<file path="src/rtl/wordboard_pkg.sv">
// Shared definitions for the wordboard controller: FSM state encoding,
// word/frame widths and default timing constants.
package wordboard_pkg;

  localparam int unsigned WORD_W           = 4;
  localparam int unsigned FRAME_W          = 5;
  localparam int unsigned DEF_DEBOUNCE_CYC = 500000;
  localparam int unsigned DEF_BIT_CYC      = 12500000;
  localparam int unsigned DEF_GAP_CYC      = 25000000;
  localparam int unsigned DEF_DEPTH        = 8;

  typedef enum logic [1:0] {
    ST_IDLE  = 2'd0,
    ST_LOAD  = 2'd1,
    ST_SHIFT = 2'd2,
    ST_GAP   = 2'd3
  } state_t;

  typedef logic [WORD_W-1:0]  word_t;
  typedef logic [FRAME_W-1:0] frame_t;

  // Serial frame: start bit followed by the word, MSB first.
  function automatic frame_t make_frame(input word_t w);
    return {1'b1, w};
  endfunction

endpackage

</file>
<file path="src/rtl/wordboard_if.sv">
// Board-side signal bundle of the wordboard controller.
//   sw1..sw4   : word switches (sw4 = MSB), asynchronous
//   btn_write  : raw write button, asynchronous
//   btn_auto   : raw playback button, asynchronous
//   out        : serial output
//   busy       : playback in progress
//   full       : memory full
//   count      : number of stored words
// master = board/stimulus side, slave = controller side.
interface wordboard_if
  import wordboard_pkg::*;
#(
  parameter int unsigned DEPTH = DEF_DEPTH
);
  localparam int unsigned CNT_W = $clog2(DEPTH) + 1;

  logic             sw1;
  logic             sw2;
  logic             sw3;
  logic             sw4;
  logic             btn_write;
  logic             btn_auto;
  logic             out;
  logic             busy;
  logic             full;
  logic [CNT_W-1:0] count;

  modport master (
    output sw1, sw2, sw3, sw4, btn_write, btn_auto,
    input  out, busy, full, count
  );

  modport slave (
    input  sw1, sw2, sw3, sw4, btn_write, btn_auto,
    output out, busy, full, count
  );

endinterface

</file>
<file path="src/rtl/btn_debounce.sv">
// Button conditioner: 2-FF synchronizer, stable-level counter and
// rising-edge pulse of the debounced level.
//   i_clk, i_rst : clock, asynchronous active-high reset
//   i_btn        : raw bouncing button level
//   o_pulse      : one-cycle pulse when the debounced level rises
module btn_debounce
  import wordboard_pkg::*;
#(
  parameter int unsigned DEBOUNCE_CYC = DEF_DEBOUNCE_CYC
) (
  input  logic i_clk,
  input  logic i_rst,
  input  logic i_btn,
  output logic o_pulse
);

  localparam int unsigned CNT_W = $clog2(DEBOUNCE_CYC + 1);

  logic [1:0]       r_sync;
  logic             r_level;
  logic [CNT_W-1:0] r_cnt;
  logic             r_pulse;
  logic             w_expire;

  // Synced level has differed from the accepted level long enough.
  assign w_expire = (r_sync[1] != r_level) && (r_cnt == CNT_W'(DEBOUNCE_CYC - 1));

  always_ff @(posedge i_clk or posedge i_rst) begin
    if (i_rst) begin
      r_sync  <= '0;
      r_level <= 1'b0;
      r_cnt   <= '0;
      r_pulse <= 1'b0;
    end else begin
      r_sync  <= {r_sync[0], i_btn};
      r_pulse <= w_expire && r_sync[1];
      if (r_sync[1] == r_level) begin
        r_cnt <= '0;
      end else if (w_expire) begin
        r_cnt   <= '0;
        r_level <= r_sync[1];
      end else begin
        r_cnt <= r_cnt + CNT_W'(1);
      end
    end
  end

  assign o_pulse = r_pulse;

endmodule

</file>
<file path="src/rtl/wordboard_ctrl.sv">
// Wordboard controller: debounces the buttons, stores switch words in a
// small memory and plays them back serially on out.
//   sysclk, rst : clock, asynchronous active-high reset
//   io_bus      : switches/buttons in; out, busy, full, count out
module wordboard_ctrl
  import wordboard_pkg::*;
#(
  parameter int unsigned DEBOUNCE_CYC = DEF_DEBOUNCE_CYC,
  parameter int unsigned BIT_CYC      = DEF_BIT_CYC,
  parameter int unsigned GAP_CYC      = DEF_GAP_CYC,
  parameter int unsigned DEPTH        = DEF_DEPTH
) (
  input logic        sysclk,
  input logic        rst,
  wordboard_if.slave io_bus
);

  localparam int unsigned CNT_W   = $clog2(DEPTH) + 1;
  localparam int unsigned IDX_W   = $clog2(DEPTH);
  localparam int unsigned CYC_MAX = (BIT_CYC > GAP_CYC) ? BIT_CYC : GAP_CYC;
  localparam int unsigned CYC_W   = $clog2(CYC_MAX + 1);
  localparam int unsigned BIT_W   = $clog2(FRAME_W);

  logic w_wr_pulse;
  logic w_auto_pulse;

  btn_debounce #(.DEBOUNCE_CYC(DEBOUNCE_CYC)) u_db_write (
    .i_clk  (sysclk),
    .i_rst  (rst),
    .i_btn  (io_bus.btn_write),
    .o_pulse(w_wr_pulse)
  );

  btn_debounce #(.DEBOUNCE_CYC(DEBOUNCE_CYC)) u_db_auto (
    .i_clk  (sysclk),
    .i_rst  (rst),
    .i_btn  (io_bus.btn_auto),
    .o_pulse(w_auto_pulse)
  );

  state_t           r_state, w_state_nxt;
  word_t            r_sw_meta, r_sw_sync;
  word_t            r_mem [DEPTH];
  logic [CNT_W-1:0] r_count, w_count_nxt;
  logic [IDX_W-1:0] r_idx, w_idx_nxt;
  logic [CYC_W-1:0] r_cyc, w_cyc_nxt;
  logic [BIT_W-1:0] r_bit, w_bit_nxt;
  frame_t           r_shift, w_shift_nxt;
  logic             r_out, w_out_nxt;
  logic             r_busy, r_full;
  logic             w_mem_we;

  // Register stage: state, datapath and registered outputs.
  always_ff @(posedge sysclk or posedge rst) begin
    if (rst) begin
      r_state   <= ST_IDLE;
      r_sw_meta <= '0;
      r_sw_sync <= '0;
      r_count   <= '0;
      r_idx     <= '0;
      r_cyc     <= '0;
      r_bit     <= '0;
      r_shift   <= '0;
      r_out     <= 1'b0;
      r_busy    <= 1'b0;
      r_full    <= 1'b0;
    end else begin
      r_state   <= w_state_nxt;
      r_sw_meta <= {io_bus.sw4, io_bus.sw3, io_bus.sw2, io_bus.sw1};
      r_sw_sync <= r_sw_meta;
      r_count   <= w_count_nxt;
      r_idx     <= w_idx_nxt;
      r_cyc     <= w_cyc_nxt;
      r_bit     <= w_bit_nxt;
      r_shift   <= w_shift_nxt;
      r_out     <= w_out_nxt;
      r_busy    <= (w_state_nxt != ST_IDLE);
      r_full    <= (w_count_nxt == CNT_W'(DEPTH));
    end
  end

  // Word memory; contents are only reachable below count, so no reset.
  always_ff @(posedge sysclk) begin
    if (w_mem_we) begin
      r_mem[r_count[IDX_W-1:0]] <= r_sw_sync;
    end
  end

  // Next-state and next-output logic.
  always_comb begin
    w_state_nxt = r_state;
    w_count_nxt = r_count;
    w_idx_nxt   = r_idx;
    w_cyc_nxt   = r_cyc;
    w_bit_nxt   = r_bit;
    w_shift_nxt = r_shift;
    w_out_nxt   = 1'b0;
    w_mem_we    = 1'b0;

    unique case (r_state)
      ST_IDLE: begin
        if (w_wr_pulse && w_auto_pulse) begin
          w_count_nxt = '0;
        end else if (w_wr_pulse) begin
          if (r_count < CNT_W'(DEPTH)) begin
            w_mem_we    = 1'b1;
            w_count_nxt = r_count + CNT_W'(1);
          end
        end else if (w_auto_pulse && (r_count != '0)) begin
          w_idx_nxt   = '0;
          w_state_nxt = ST_LOAD;
        end
      end
      ST_LOAD: begin
        w_shift_nxt = make_frame(r_mem[r_idx]);
        w_bit_nxt   = '0;
        w_cyc_nxt   = '0;
        w_out_nxt   = 1'b1;
        w_state_nxt = ST_SHIFT;
      end
      ST_SHIFT: begin
        if (r_cyc == CYC_W'(BIT_CYC - 1)) begin
          w_cyc_nxt = '0;
          if (r_bit == BIT_W'(FRAME_W - 1)) begin
            w_state_nxt = ST_GAP;
          end else begin
            w_bit_nxt   = r_bit + BIT_W'(1);
            w_shift_nxt = {r_shift[FRAME_W-2:0], 1'b0};
            w_out_nxt   = r_shift[FRAME_W-2];
          end
        end else begin
          w_cyc_nxt = r_cyc + CYC_W'(1);
          w_out_nxt = r_shift[FRAME_W-1];
        end
      end
      ST_GAP: begin
        if (r_cyc == CYC_W'(GAP_CYC - 1)) begin
          w_cyc_nxt = '0;
          if ((CNT_W'(r_idx) + CNT_W'(1)) < r_count) begin
            w_idx_nxt   = r_idx + IDX_W'(1);
            w_state_nxt = ST_LOAD;
          end else begin
            w_state_nxt = ST_IDLE;
          end
        end else begin
          w_cyc_nxt = r_cyc + CYC_W'(1);
        end
      end
      default: w_state_nxt = ST_IDLE;
    endcase

    // Auto press during playback aborts; write presses here are dropped.
    if ((r_state != ST_IDLE) && w_auto_pulse) begin
      w_state_nxt = ST_IDLE;
      w_cyc_nxt   = '0;
      w_out_nxt   = 1'b0;
    end
  end

  assign io_bus.out   = r_out;
  assign io_bus.busy  = r_busy;
  assign io_bus.full  = r_full;
  assign io_bus.count = r_count;

endmodule

</file>
<file path="src/flat_wrapper.sv">
// flat-port wrapper written by rule: the top's interface ports become plain ports
module wordboard_ctrl_flat import wordboard_pkg::*;
#(
  parameter int unsigned DEBOUNCE_CYC = DEF_DEBOUNCE_CYC,
  parameter int unsigned BIT_CYC      = DEF_BIT_CYC,
  parameter int unsigned GAP_CYC      = DEF_GAP_CYC,
  parameter int unsigned DEPTH        = DEF_DEPTH
)
  (sysclk, rst, io_bus_sw1, io_bus_sw2, io_bus_sw3, io_bus_sw4, io_bus_btn_write, io_bus_btn_auto, io_bus_out, io_bus_busy, io_bus_full, io_bus_count);
  wordboard_if #(.DEPTH(DEPTH)) io_bus_i ();
  input logic sysclk;
  input logic rst;
  input wire logic [$bits(io_bus_i.sw1)-1:0] io_bus_sw1;
  input wire logic [$bits(io_bus_i.sw2)-1:0] io_bus_sw2;
  input wire logic [$bits(io_bus_i.sw3)-1:0] io_bus_sw3;
  input wire logic [$bits(io_bus_i.sw4)-1:0] io_bus_sw4;
  input wire logic [$bits(io_bus_i.btn_write)-1:0] io_bus_btn_write;
  input wire logic [$bits(io_bus_i.btn_auto)-1:0] io_bus_btn_auto;
  output wire logic [$bits(io_bus_i.out)-1:0] io_bus_out;
  output wire logic [$bits(io_bus_i.busy)-1:0] io_bus_busy;
  output wire logic [$bits(io_bus_i.full)-1:0] io_bus_full;
  output wire logic [$bits(io_bus_i.count)-1:0] io_bus_count;
  assign io_bus_i.sw1 = io_bus_sw1;
  assign io_bus_i.sw2 = io_bus_sw2;
  assign io_bus_i.sw3 = io_bus_sw3;
  assign io_bus_i.sw4 = io_bus_sw4;
  assign io_bus_i.btn_write = io_bus_btn_write;
  assign io_bus_i.btn_auto = io_bus_btn_auto;
  assign io_bus_out = io_bus_i.out;
  assign io_bus_busy = io_bus_i.busy;
  assign io_bus_full = io_bus_i.full;
  assign io_bus_count = io_bus_i.count;
  wordboard_ctrl #(.DEBOUNCE_CYC(DEBOUNCE_CYC), .BIT_CYC(BIT_CYC), .GAP_CYC(GAP_CYC), .DEPTH(DEPTH)) u_core (.sysclk(sysclk), .rst(rst), .io_bus(io_bus_i));
endmodule
</file>
<file path="config.mk">
export PLATFORM = sky130hd
export DESIGN_NAME = wordboard_ctrl_flat
export DESIGN_NICKNAME = d
export VERILOG_FILES = /design/src/rtl/wordboard_pkg.sv /design/src/rtl/wordboard_if.sv /design/src/rtl/btn_debounce.sv /design/src/rtl/wordboard_ctrl.sv /design/src/flat_wrapper.sv
export SDC_FILE = /design/constraint.sdc
export NUM_CORES = 1
export LEC_CHECK = 0
export CAP_MARGIN = 20
export CORE_AREA = 2 2 148 150
export CTS_CLUSTER_SIZE = 8
export DETAILED_ROUTE_END_ITERATION = 8
export DIE_AREA = 0 0 150 152
export GPL_TIMING_DRIVEN = 0
export PLACE_DENSITY_LB_ADDON = 0.2
export SLEW_MARGIN = 20
export SYNTH_ARGS = -nofsm -noshare
export SYNTH_HDL_FRONTEND = slang
export SYNTH_SLANG_ARGS = --single-unit
export TNS_END_PERCENT = 100
</file>
<file path="constraint.sdc">
create_clock -name sysclk -period 4.25 [get_ports sysclk]
set_input_delay 1.275 -clock sysclk [delete_from_list [all_inputs] [get_ports sysclk]]
set_output_delay 1.275 -clock sysclk [all_outputs]
set_load 0.02 [all_outputs]
</file>
==> impl_metrics.sql, run 1 <==
INSERT INTO impl_metrics (metric_group, metric, value, unit) VALUES
('layout', 'final_nets', '626', ''),
('critical_path', 'crit_path_start', 'u_core.io_bus.count[0]', ''),
('power_and_ir_drop', 'pwr_density_cell', '376', 'nW/um2'),
('global_route', 'grt_first_pass_wirelength', '21.8', 'mm'),
('min_path', 'hold_depth', '0', ''),
('clocking', 'clk_root_buffer_cell', 'sky130_fd_sc_hd__clkbuf_16', ''),
('min_path', 'hold_class', 'flip-flop to flip-flop', ''),
('floorplanning', 'std_cell_rows', '54', ''),
('run', 'drv_cap', '0', ''),
('critical_path', 'worst_ep_required_time', '2970', 'ps'),
('floorplanning', 'die_height', '152', 'um'),
('layout', 'stdcell_area', '7370', 'um2'),
('sta', 'achievable-frequency', '0.346', 'GHz'),
('floorplanning', 'top_level_ports', '15', ''),
('logic_synthesis', 'synth-simple-area-share', '18.8', '%'),
('logic_synthesis', 'dominant_combinational_cell_family_by_area_after_synthesis', 'simple AND/OR/NAND/NOR gates', ''),
('logic_synthesis', 'postSynthAreaPerCell', '11.0', 'um2'),
('sta', 'hold_slack', '345', 'ps'),
('critical_path', 'critical-path-max-stage-delay', '680', 'ps'),
('layout', 'antennaDiodeCount', '0', ''),
('layout', 'layoutNonFillerInstCount', '895', ''),
('sta', 'final.period_utilization', '68.0', '%'),
('placement', 'post-dp-hpwl', '8.74', 'mm'),
('global_route', 'grt_antenna_before_repair', '0', ''),
('critical_path', 'timing.critical_path.cells', 'clkdlybuf4s50_1', ''),
('logic_synthesis', 'yosys.area_share.adder', '3.19', '%'),
('critical_path', 'critical_path_class', 'flip-flop to output pin', ''),
('logic_synthesis', 'synth.ff_latch_count', '131', ''),
('logic_synthesis', 'synth_compound_area_share', '9.64', '%'),
('placement', 'placedInstanceArea', '6790', 'um2'),
('layout', 'drive_gt1_share', '10.4', '%'),
('drt', 'wl_per_cell', '14.2', 'um'),
('sta', 'slew_headroom', '55.0', '%'),
('drt', 'drt-pass1-iter-count', '5', ''),
('sta', 'rsz0062_at_grt', 'no', ''),
('critical_path', 'critical_path.max_fanout', '9', ''),
('sta', 'report.final.setup_viol', '0', ''),
('drt', 'postRouteAntennaNets', '0', ''),
('global_route', 'global_route.overflow_total', '0', ''),
('critical_path', 'reg2regPathDepth', '7', ''),
('clocking', 'clock_tree.htree_level_count', '4', ''),
('logic_synthesis', 'syn-num-nets', '592', ''),
('sta', 'timing.final.max_slew_violations', '0', ''),
('logic_synthesis', 'share_of_synthesized_area_occupied_by_flip_flops_and_latches', '54.8', '%'),
('placement', 'globalplace.congestion', '0.776', ''),
('min_path', 'holdCritStartpoint', 'u_core.u_db_write.r_sync[0]', ''),
('global_route', 'grt_start_max_net_pins', '78', ''),
('clocking', 'clock_sinks', '131', ''),
('logic_synthesis', 'yosysMostFrequentCell', 'sky130_fd_sc_hd__dfrtp_1', ''),
('clocking', 'tritoncts_clock_tree', 'yes', ''),
('logic_synthesis', 'post-synth-top-area-fraction', '39.5', '%'),
('drt', 'remaining_drc_errors', '0', ''),
('floorplanning', 'floorplan.core_area', '21400', 'um2'),
('sta', 'min_period', '2890', 'ps'),
('run_status', 'status', 'complete, no violations', ''),
('logic_synthesis', 'ys_top_cells_by_area', 'sky130_fd_sc_hd__dfrtp_1, sky130_fd_sc_hd__edfxtp_1, sky130_fd_sc_hd__nor2_1', ''),
('logic_synthesis', 'synthDistinctLibCells', '57', ''),
('drt', 'first_iter_violations', '244', ''),
('sta', 'fin_worst_skew', '10.9', 'ps'),
('critical_path', 'worstSetupPathDepth', '1', ''),
('critical_path', 'crit_end_element', 'output pin', ''),
('logic_synthesis', 'synth.mux.area_fraction', '5.41', '%'),
('logic_synthesis', 'syn-instance-count', '568', ''),
('logic_synthesis', 'syn-cell-area', '6270', 'um2'),
('drt', 'avgViaCountPerCell', '4.79', ''),
('global_route', 'grt.total_usage', '12.1', '%'),
('placement', 'dp.cells', '863', ''),
('clocking', 'ctsHoldBuffers', '0', ''),
('logic_synthesis', 'postSynth.topFlopCell', 'sky130_fd_sc_hd__dfrtp_1', ''),
('sta', 'finalHoldViolations', '0', ''),
('power_and_ir_drop', 'leakage', '2.94', 'nW');
per-stage QoR:
stage | power (mW) | utilization, % | worst slack (ps)
after floorplan | 1.36 | - | 385
after global placement | 1.38 | 31.7 | -1260
after detailed placement | 1.38 | 31.8 | 1710
after CTS | 2.81 | 34.5 | 1320
after global routing | 2.88 | 34.5 | 1290
final | 2.77 | 34.5 | 1360
where the power goes:
part	internal (mW)	switching, mW
clock network	0.857	0.556
registers	1.30	0.00984
logic	0.0154	0.0313
worst min path at each step:
stage	to	slack, ps
2_1_floorplan	u_core.r_sw_sync[0]	330
3_3_place_gp	u_core.r_sw_sync[1]	340
3_5_place_dp	u_core.r_sw_sync[2]	340
4_1_cts	u_core.u_db_write.r_sync[1]	350
5_1_grt	u_core.r_sw_sync[2]	350
6_report	u_core.u_db_write.r_sync[1]	350
layout make-up:
cell class / count / area (um2)
sequential: 131 / 3440
inverter: 22 / 87.6
timing repair buffer: 15 / 168
clock buffer: 21 / 472
multi-input combinational: 397 / 2650
buffer: 18 / 96.3
clock inverter: 11 / 104
tap: 280 / 350
fill: 2156 / 14000
kinds of logic after synthesis:
group,count (synthesis)
buffers and inverters,40
muxes,23
DFF,131
AOI/OAI and AO/OA,89
and+or+nand+nor,231
xor gates and xnor gates,38
adders and majority gates,16
placed cells by master, fill, tap and decap left out, types with 3 or more instances in the layout:
| master | count |
|---|---|
| sky130_fd_sc_hd__and2_1 | 8 |
| sky130_fd_sc_hd__o21ai_0 | 11 |
| sky130_fd_sc_hd__nor4bb_1 | 3 |
| sky130_fd_sc_hd__inv_1 | 21 |
| sky130_fd_sc_hd__edfxtp_1 | 32 |
| sky130_fd_sc_hd__xnor2_1 | 18 |
| sky130_fd_sc_hd__a31oi_1 | 17 |
| sky130_fd_sc_hd__buf_2 | 8 |
| sky130_fd_sc_hd__nand3_1 | 31 |
| sky130_fd_sc_hd__clkinvlp_4 | 3 |
| sky130_fd_sc_hd__o21ai_1 | 12 |
| sky130_fd_sc_hd__nand4_1 | 13 |
| sky130_fd_sc_hd__and4_1 | 10 |
| sky130_fd_sc_hd__mux2i_1 | 8 |
| sky130_fd_sc_hd__clkdlybuf4s50_1 | 14 |
| sky130_fd_sc_hd__nor2_1 | 68 |
| sky130_fd_sc_hd__mux4_2 | 8 |
| sky130_fd_sc_hd__nand2b_1 | 5 |
| sky130_fd_sc_hd__mux2_1 | 3 |
| sky130_fd_sc_hd__nand2_1 | 46 |
| sky130_fd_sc_hd__xor2_1 | 20 |
| sky130_fd_sc_hd__mux2_2 | 4 |
| sky130_fd_sc_hd__ha_1 | 16 |
| sky130_fd_sc_hd__and3_1 | 14 |
| sky130_fd_sc_hd__nor3_1 | 10 |
| sky130_fd_sc_hd__clkbuf_1 | 8 |
| sky130_fd_sc_hd__clkinv_4 | 3 |
| sky130_fd_sc_hd__dfrtp_1 | 99 |
| sky130_fd_sc_hd__clkbuf_16 | 18 |
| sky130_fd_sc_hd__a21oi_1 | 19 |
| sky130_fd_sc_hd__nand3b_1 | 3 |
| sky130_fd_sc_hd__nor4_1 | 5 |
| sky130_fd_sc_hd__nor2b_1 | 4 |
| sky130_fd_sc_hd__a21o_1 | 6 |
| sky130_fd_sc_hd__a22o_1 | 8 |
routing by layer:
layer  up-vias  part of all wire [%]  track usage, %
li1       2111                     -               -
met1      2106                    47            15.8
met2        58                    49            19.2
met3        11                   2.9            2.88
met4         0                   1.5            5.30
met5         -                     0               0
state kept, by name, summed over array words and instances, names as in the netlist, 4 cells and up:
register / cells
u_core.u_db_write.r_cnt: 19
u_core.r_shift: 5
u_core.io_bus.count: 4
u_core.u_db_auto.r_cnt: 19
u_core.r_mem: 32
u_core.r_sw_meta: 4
u_core.r_sw_sync: 4
u_core.r_cyc: 25
(Power assumes the default switching activity.)
==> inputs of run 2 (changes only) <==
Clock period 4.25 ns to 2.4 ns, I/O delays scaled along.
==> run 2 against run 1 <==
  * Non-clock buffer count is 9 higher
  * Global-route usage about the same
  * Combinational power grew 100%
  * Sequential power grew 77%
  * Routed wire length rose by 2.7%
  * Flip-flop and latch count is the same
  * Utilization up 0.86 points
==> impl_metrics.sql, run 2 (same netlist as run 1, synthesis figures left out) <==
INSERT INTO impl_metrics (metric_group, metric, value, unit) VALUES
('run_status', 'status', 'complete, no violations', ''),
('layout', 'largest_register_ffs', '32', ''),
('floorplanning', 'std_cell_rows', '54', ''),
('run', 'drv_cap', '0', ''),
('sta', 'max_slew.worst_pin.slew', '662', 'ps'),
('sta', 'timing.final.max_slew_violations', '0', ''),
('floorplanning', 'die_x', '150', 'um'),
('layout', 'layoutNonFillerInstCount', '905', ''),
('clocking', 'cts-buffers-inserted', '17', ''),
('placement', 'worst_setup_slack_post_dpl', '-128', 'ps'),
('drt', 'avgViaCountPerCell', '4.79', ''),
('global_route', 'use_met3', '2.94', '%'),
('global_route', 'grt_first_pass_wirelength', '21.9', 'mm'),
('floorplanning', 'top_level_ports', '15', ''),
('critical_path', 'crit_end_element', 'flip-flop', ''),
('sta', 'achievable-frequency', '0.436', 'GHz'),
('floorplanning', 'design.die.area', '22800', 'um2'),
('min_path', 'hold_class', 'flip-flop to flip-flop', ''),
('global_route', 'grt_most_used_layer', 'met2', ''),
('global_route', 'grt.total_usage', '12.1', '%'),
('global_route', 'met2_usage', '19.3', '%'),
('layout', 'layout_commonest_cell', 'sky130_fd_sc_hd__dfrtp_1', ''),
('layout', 'syn2layout_area_growth', '20.4', '%'),
('sta', 'fin_worst_skew', '9.41', 'ps'),
('critical_path', 'path_delay_family', 'compound AO/OA/AOI/OAI gates', ''),
('floorplanning', 'floorplan.core_area', '21400', 'um2'),
('drt', 'drt-pass1-iter-count', '4', ''),
('sta', 'report.final.setup_viol', '0', ''),
('clocking', 'clockBufferDepth', '2', ''),
('critical_path', 'cpMaxStageDelayCell', 'sky130_fd_sc_hd__dfrtp_2', ''),
('layout', 'n_fill_cell', '2148', ''),
('clocking', 'ctsHoldBuffers', '0', ''),
('clocking', 'clock_sinks', '131', ''),
('layout', 'layout_common_cells', 'sky130_fd_sc_hd__dfrtp_1, sky130_fd_sc_hd__nor2_1, sky130_fd_sc_hd__nand2_1, sky130_fd_sc_hd__edfxtp_1, sky130_fd_sc_hd__nand3_1', ''),
('critical_path', 'worst_ep_required_time', '2760', 'ps'),
('global_route', 'grt_start_max_net_pins', '25', ''),
('critical_path', 'critical_path_class', 'flip-flop to flip-flop', ''),
('placement', 'portBuffers', '14', ''),
('layout', 'drive_gt1_share', '14.1', '%'),
('placement', 'dp.cells', '866', ''),
('sta', 'slew_headroom', '55.8', '%'),
('sta', 'rsz0062_at_grt', 'yes', ''),
('global_route', 'vias_in_the_first_global_route', '4412', ''),
('sta', 'finalHoldViolations', '0', ''),
('sta', 'timing.final.ws_setup', '108', 'ps'),
('critical_path', 'critical-path-max-stage-delay', '420', 'ps'),
('clocking', 'clock_latency', '420', 'ps'),
('layout', 'antennaDiodeCount', '0', ''),
('critical_path', 'critPathBufInv', '1', ''),
('power_and_ir_drop', 'ir_worst_vdd', '0.000439', 'V'),
('critical_path', 'critical_path.max_fanout', '7', ''),
('sta', 'final.period_utilization', '95.5', '%'),
('clocking', 'clk_root_buffer_cell', 'sky130_fd_sc_hd__clkbuf_16', ''),
('sta', 'tns', '0', 'ps'),
('clocking', 'tritoncts_clock_tree', 'yes', ''),
('drt', 'wl_per_cell', '14.4', 'um'),
('drt', 'remaining_drc_errors', '0', ''),
('drt', 'postRouteAntennaNets', '0', ''),
('floorplanning', 'start_util', '29.4', '%'),
('layout', 'final_nets', '636', ''),
('global_route', 'grt_antenna_before_repair', '0', ''),
('global_route', 'use_met1', '15.8', '%'),
('clocking', 'clk_transition_reported_paths', '60', 'ps'),
('power_and_ir_drop', 'pwr_density_cell', '652', 'nW/um2'),
('drt', 'vias', '4332', ''),
('critical_path', 'critPathArrivalTime', '2650', 'ps'),
('placement', 'globalplace.congestion', '0.802', ''),
('floorplanning', 'die_height', '152', 'um'),
('drt', 'drt-total-wl', '13.0', 'mm'),
('critical_path', 'critical_path.startpoint_type', 'flip-flop', ''),
('drt', 'first_iter_violations', '202', ''),
('power_and_ir_drop', 'leakage', '2.99', 'nW'),
('global_route', 'global_route.overflow_total', '0', ''),
('sta', 'min_period', '2290', 'ps'),
('critical_path', 'timing.critical_path.cells', 'ha_2 > ha_1 > a211o_1 > a2111oi_4 > buf_4 > and2_1 > o2bb2ai_1 > a22o_1', ''),
('clocking', 'clock_tree.htree_level_count', '4', ''),
('placement', 'post-dp-hpwl', '9.03', 'mm');
==> run 2: changes by cell type in the layout (fill, tap and decap cells not counted), sizes merged <==
cell,change
a21oi,+1
buf,+10
bufinv,+1
clkbuf,-3
clkinv,-1
clkinvlp,+2
==> run 2: what timing repair did <==
action                     in CTS  in global routing
gates resized for setup         5                 15
pin swaps                       1                  6
setup endpoints to repair      12                 54
setup buffers                   1                  6
cloned                          0                  1
==> run 2: metrics by stage <==
stage / total power, mW / util [%] / hold slack, ps / cell area, um2
after CTS: 4.99 / 34.9 / 349 / 7440
after global placement: 2.44 / 31.7 / 337 / 6770
final: 4.92 / 35.4 / 345 / 7550
after floorplan: 2.41 / - / 331 / 6270
after detailed placement: 2.46 / 32.1 / 336 / 6860
after global routing: 5.11 / 35.4 / 355 / 7550
==> run 2: area by class of cell <==
type	count	area, um2	share of cell area (%)
Tap cell	280	350	4.64
Multi-Input combinational cell	398	2720	36.0
Timing Repair Buffer	25	288	3.81
Buffer	17	100	1.33
Inverter	22	86.3	1.14
Sequential cell	131	3440	45.6
Clock inverter	13	133	1.76
Clock buffer	19	433	5.73
==> run 2: where the power goes <==
| part | switching, mW | total, mW | internal [mW] | leakage (nW) |
|---|---|---|---|---|
| sequential | 0.0178 | 2.32 | 2.30 | 1.63 |
| clock | 0.986 | 2.51 | 1.52 | 0.263 |
| combinational | 0.0567 | 0.0946 | 0.0380 | 1.09 |
| total | 1.06 | 4.92 | 3.86 | 2.99 |
==> run 2: final timing paths <==
check	startpoint	end	slack, ps	depth (start not counted)
max reg2reg	u_core.r_idx[0]	u_core.r_idx[1]	110	8
min	u_core.r_sw_meta[2]	u_core.r_sw_sync[2]	350	0
max	u_core.r_idx[0]	u_core.r_idx[1]	110	8
min in group asynchronous	rst	u_core.u_db_auto.r_cnt[17]	620	2
max in group asynchronous	rst	u_core.io_bus.count[0]	1150	4
min reg2reg	u_core.r_sw_meta[2]	u_core.r_sw_sync[2]	350	0
==> run 2: worst reg2reg max path, delay by kind of cell, from the launching register on <==
kind | cells | cell delay (ps)
AO/OA/AOI/OAI | 4 | 910
adder cells (fa/ha/maj) | 2 | 560
buffers and inverters | 1 | 190
flip-flops | 1 | 420
AND/OR/NAND/NOR | 1 | 150
==> run 2: routing by layer <==
layer  routed length [um]  share of wire, %
met1                 6130                47
met4                  202               1.5
met2                 6330                49
met3                  384               2.9
met5                    0                 0
==> variant, RTL diff (flow settings as in run 2) <==
The 4 states of `state_t` get a one-hot encoding in 4 bits.
--- a/src/rtl/wordboard_pkg.sv
+++ b/src/rtl/wordboard_pkg.sv
@@ -9,11 +9,11 @@
   localparam int unsigned DEF_GAP_CYC      = 25000000;
   localparam int unsigned DEF_DEPTH        = 8;
 
-  typedef enum logic [1:0] {
-    ST_IDLE  = 2'd0,
-    ST_LOAD  = 2'd1,
-    ST_SHIFT = 2'd2,
-    ST_GAP   = 2'd3
+  typedef enum logic [3:0] {
+    ST_IDLE  = 4'b0001,
+    ST_LOAD  = 4'b0010,
+    ST_SHIFT = 4'b0100,
+    ST_GAP   = 4'b1000
   } state_t;
 
   typedef logic [WORD_W-1:0]  word_t;
Behaviour: no difference found for any inputs over 10 cycles, from zero or initial values and one cycle with rst high; not proved beyond that.
==> variant against run 2 <==
Sequential share of layout area fell by 0.47 points; sequential cell count increased by 2; routed wire length is 2.4% higher; clock power decreased by 4%; area after synthesis up 4.6%; setup slack lost 0.0046 ns; final area grew 2.6%; power down 1.4%; critical path depth is the same; synthesized cell count rose by 2.8%; worst hold slack gained 0.0036 ns; combinational power down 10%; largest cell class unchanged.
==> variant: results (changes against run 2) <==
| Metric | Value |
|---|---|
| Fin nets | `640 (+0.63%)` |
| # fillers | `2130 (-0.84%)` |
| Async S/R FF share, synth | `75.94% (+0.37 points)` |
| Crit path max fanout | `10 (+3)` |
| Synthesized net count | `603 (+1.9%)` |
| Top post-synthesis cells by area | `dfrtp_1, edfxtp_1, xnor2_1, nor2_1, mux4_2` |
| Final wirelength | `13360 µm (+2.4%)` |
| Outcome | `completed` |
| Leakage power | `2.939 nW (-1.7%)` |
| Seq/Total Area, Yosys | `53.20% (-1.6 points)` |
| Met1 wire length | `6461 µm (+5.5%)` |
| Final HPWL DP | `9447 µm (+4.6%)` |
| DR vias/cell | `4.879 (+1.9%)` |
| Slowest-stage cell, CP | `or4bb_1` |
| Met1 Use GR | `16.80% (+1.0 points)` |
| Syn avg cell area | `11.23 µm² (+1.7%)` |
| Placed cell areas | `7113 µm² (+3.7%)` |
| Pre-CTS setup slack | `-0.2955 ns (-0.1672 ns)` |
| First-pass GRT wire length | `22760 µm (+3.9%)` |
| Layout Skew | `0.01611 ns (+0.006699 ns)` |
| Vias in the first global route | `4504 (+2.1%)` |
| Met3 wire len | `340 µm (-11%)` |
| Comb power frac | `1.7% (-0.2 points)` |
| DR WL/cell | `14.62 µm (+1.4%)` |
| Met2 Usage GRT | `19.90% (+0.59 points)` |
| Routed length on met2 | `6361 µm (+0.47%)` |
| Met3 Usage GRT | `2.913% (-0.030 points)` |
| Sw Share | `23.58% (+2.0 points)` |
-- variant: worst reg2reg max path, delay by kind of cell, from the launching register on --
kind | cells | cell delay [ns]
AO/OA/AOI/OAI | 3 | 0.42
adder cells (fa/ha/maj) | 1 | 0.19
buffers and inverters | 2 | 0.39
flip-flops | 1 | 0.41
AND/OR/NAND/NOR | 2 | 0.74
-- variant: worst paths after layout --
kind,from,end,slack [ns],cells after the start
max reg2reg,u_core.r_cyc[1],u_core.r_cyc[22],0.10,8
min in group asynchronous,rst,u_core.r_sw_sync[3],0.59,2
min,u_core.u_db_write.r_sync[0],u_core.u_db_write.r_sync[1],0.35,0
max,u_core.r_cyc[1],u_core.r_cyc[22],0.10,8
max in group asynchronous,rst,u_core.r_cyc[1],0.89,5
min reg2reg,u_core.u_db_write.r_sync[0],u_core.u_db_write.r_sync[1],0.35,0
-- variant: what timing repair did --
item,4_1_cts,5_1_grt
pin swaps,1,1
setup buffers,2,0
setup endpoints to repair,40,51
resized for setup,6,9
endpoints found under the hold margin,0,0
-- variant: cells by family after synthesis --
group | Yosys count | synth area share, %
DFF | 133 | 53.20
muxes | 16 | 4.044
adders and majority gates | 11 | 2.098
and+or+nand+nor | 250 | 21.71
buffers and inverters | 44 | 3.472
xor gates and xnor gates | 56 | 7.478
AOI/OAI and AO/OA | 74 | 7.993
-- variant: final cells by class --
cell class,instances,area [µm²],area share (%)
Inverter,18,71.32,0.9208
Multi-Input combinational cell,407,2909,37.56
Clock buffer,17,425.4,5.493
Sequential cell,133,3493,45.10
Tap cell,280,350.3,4.523
Buffer,25,156.4,2.019
Timing Repair Buffer,19,217.7,2.811
Clock inverter,15,121.4,1.567
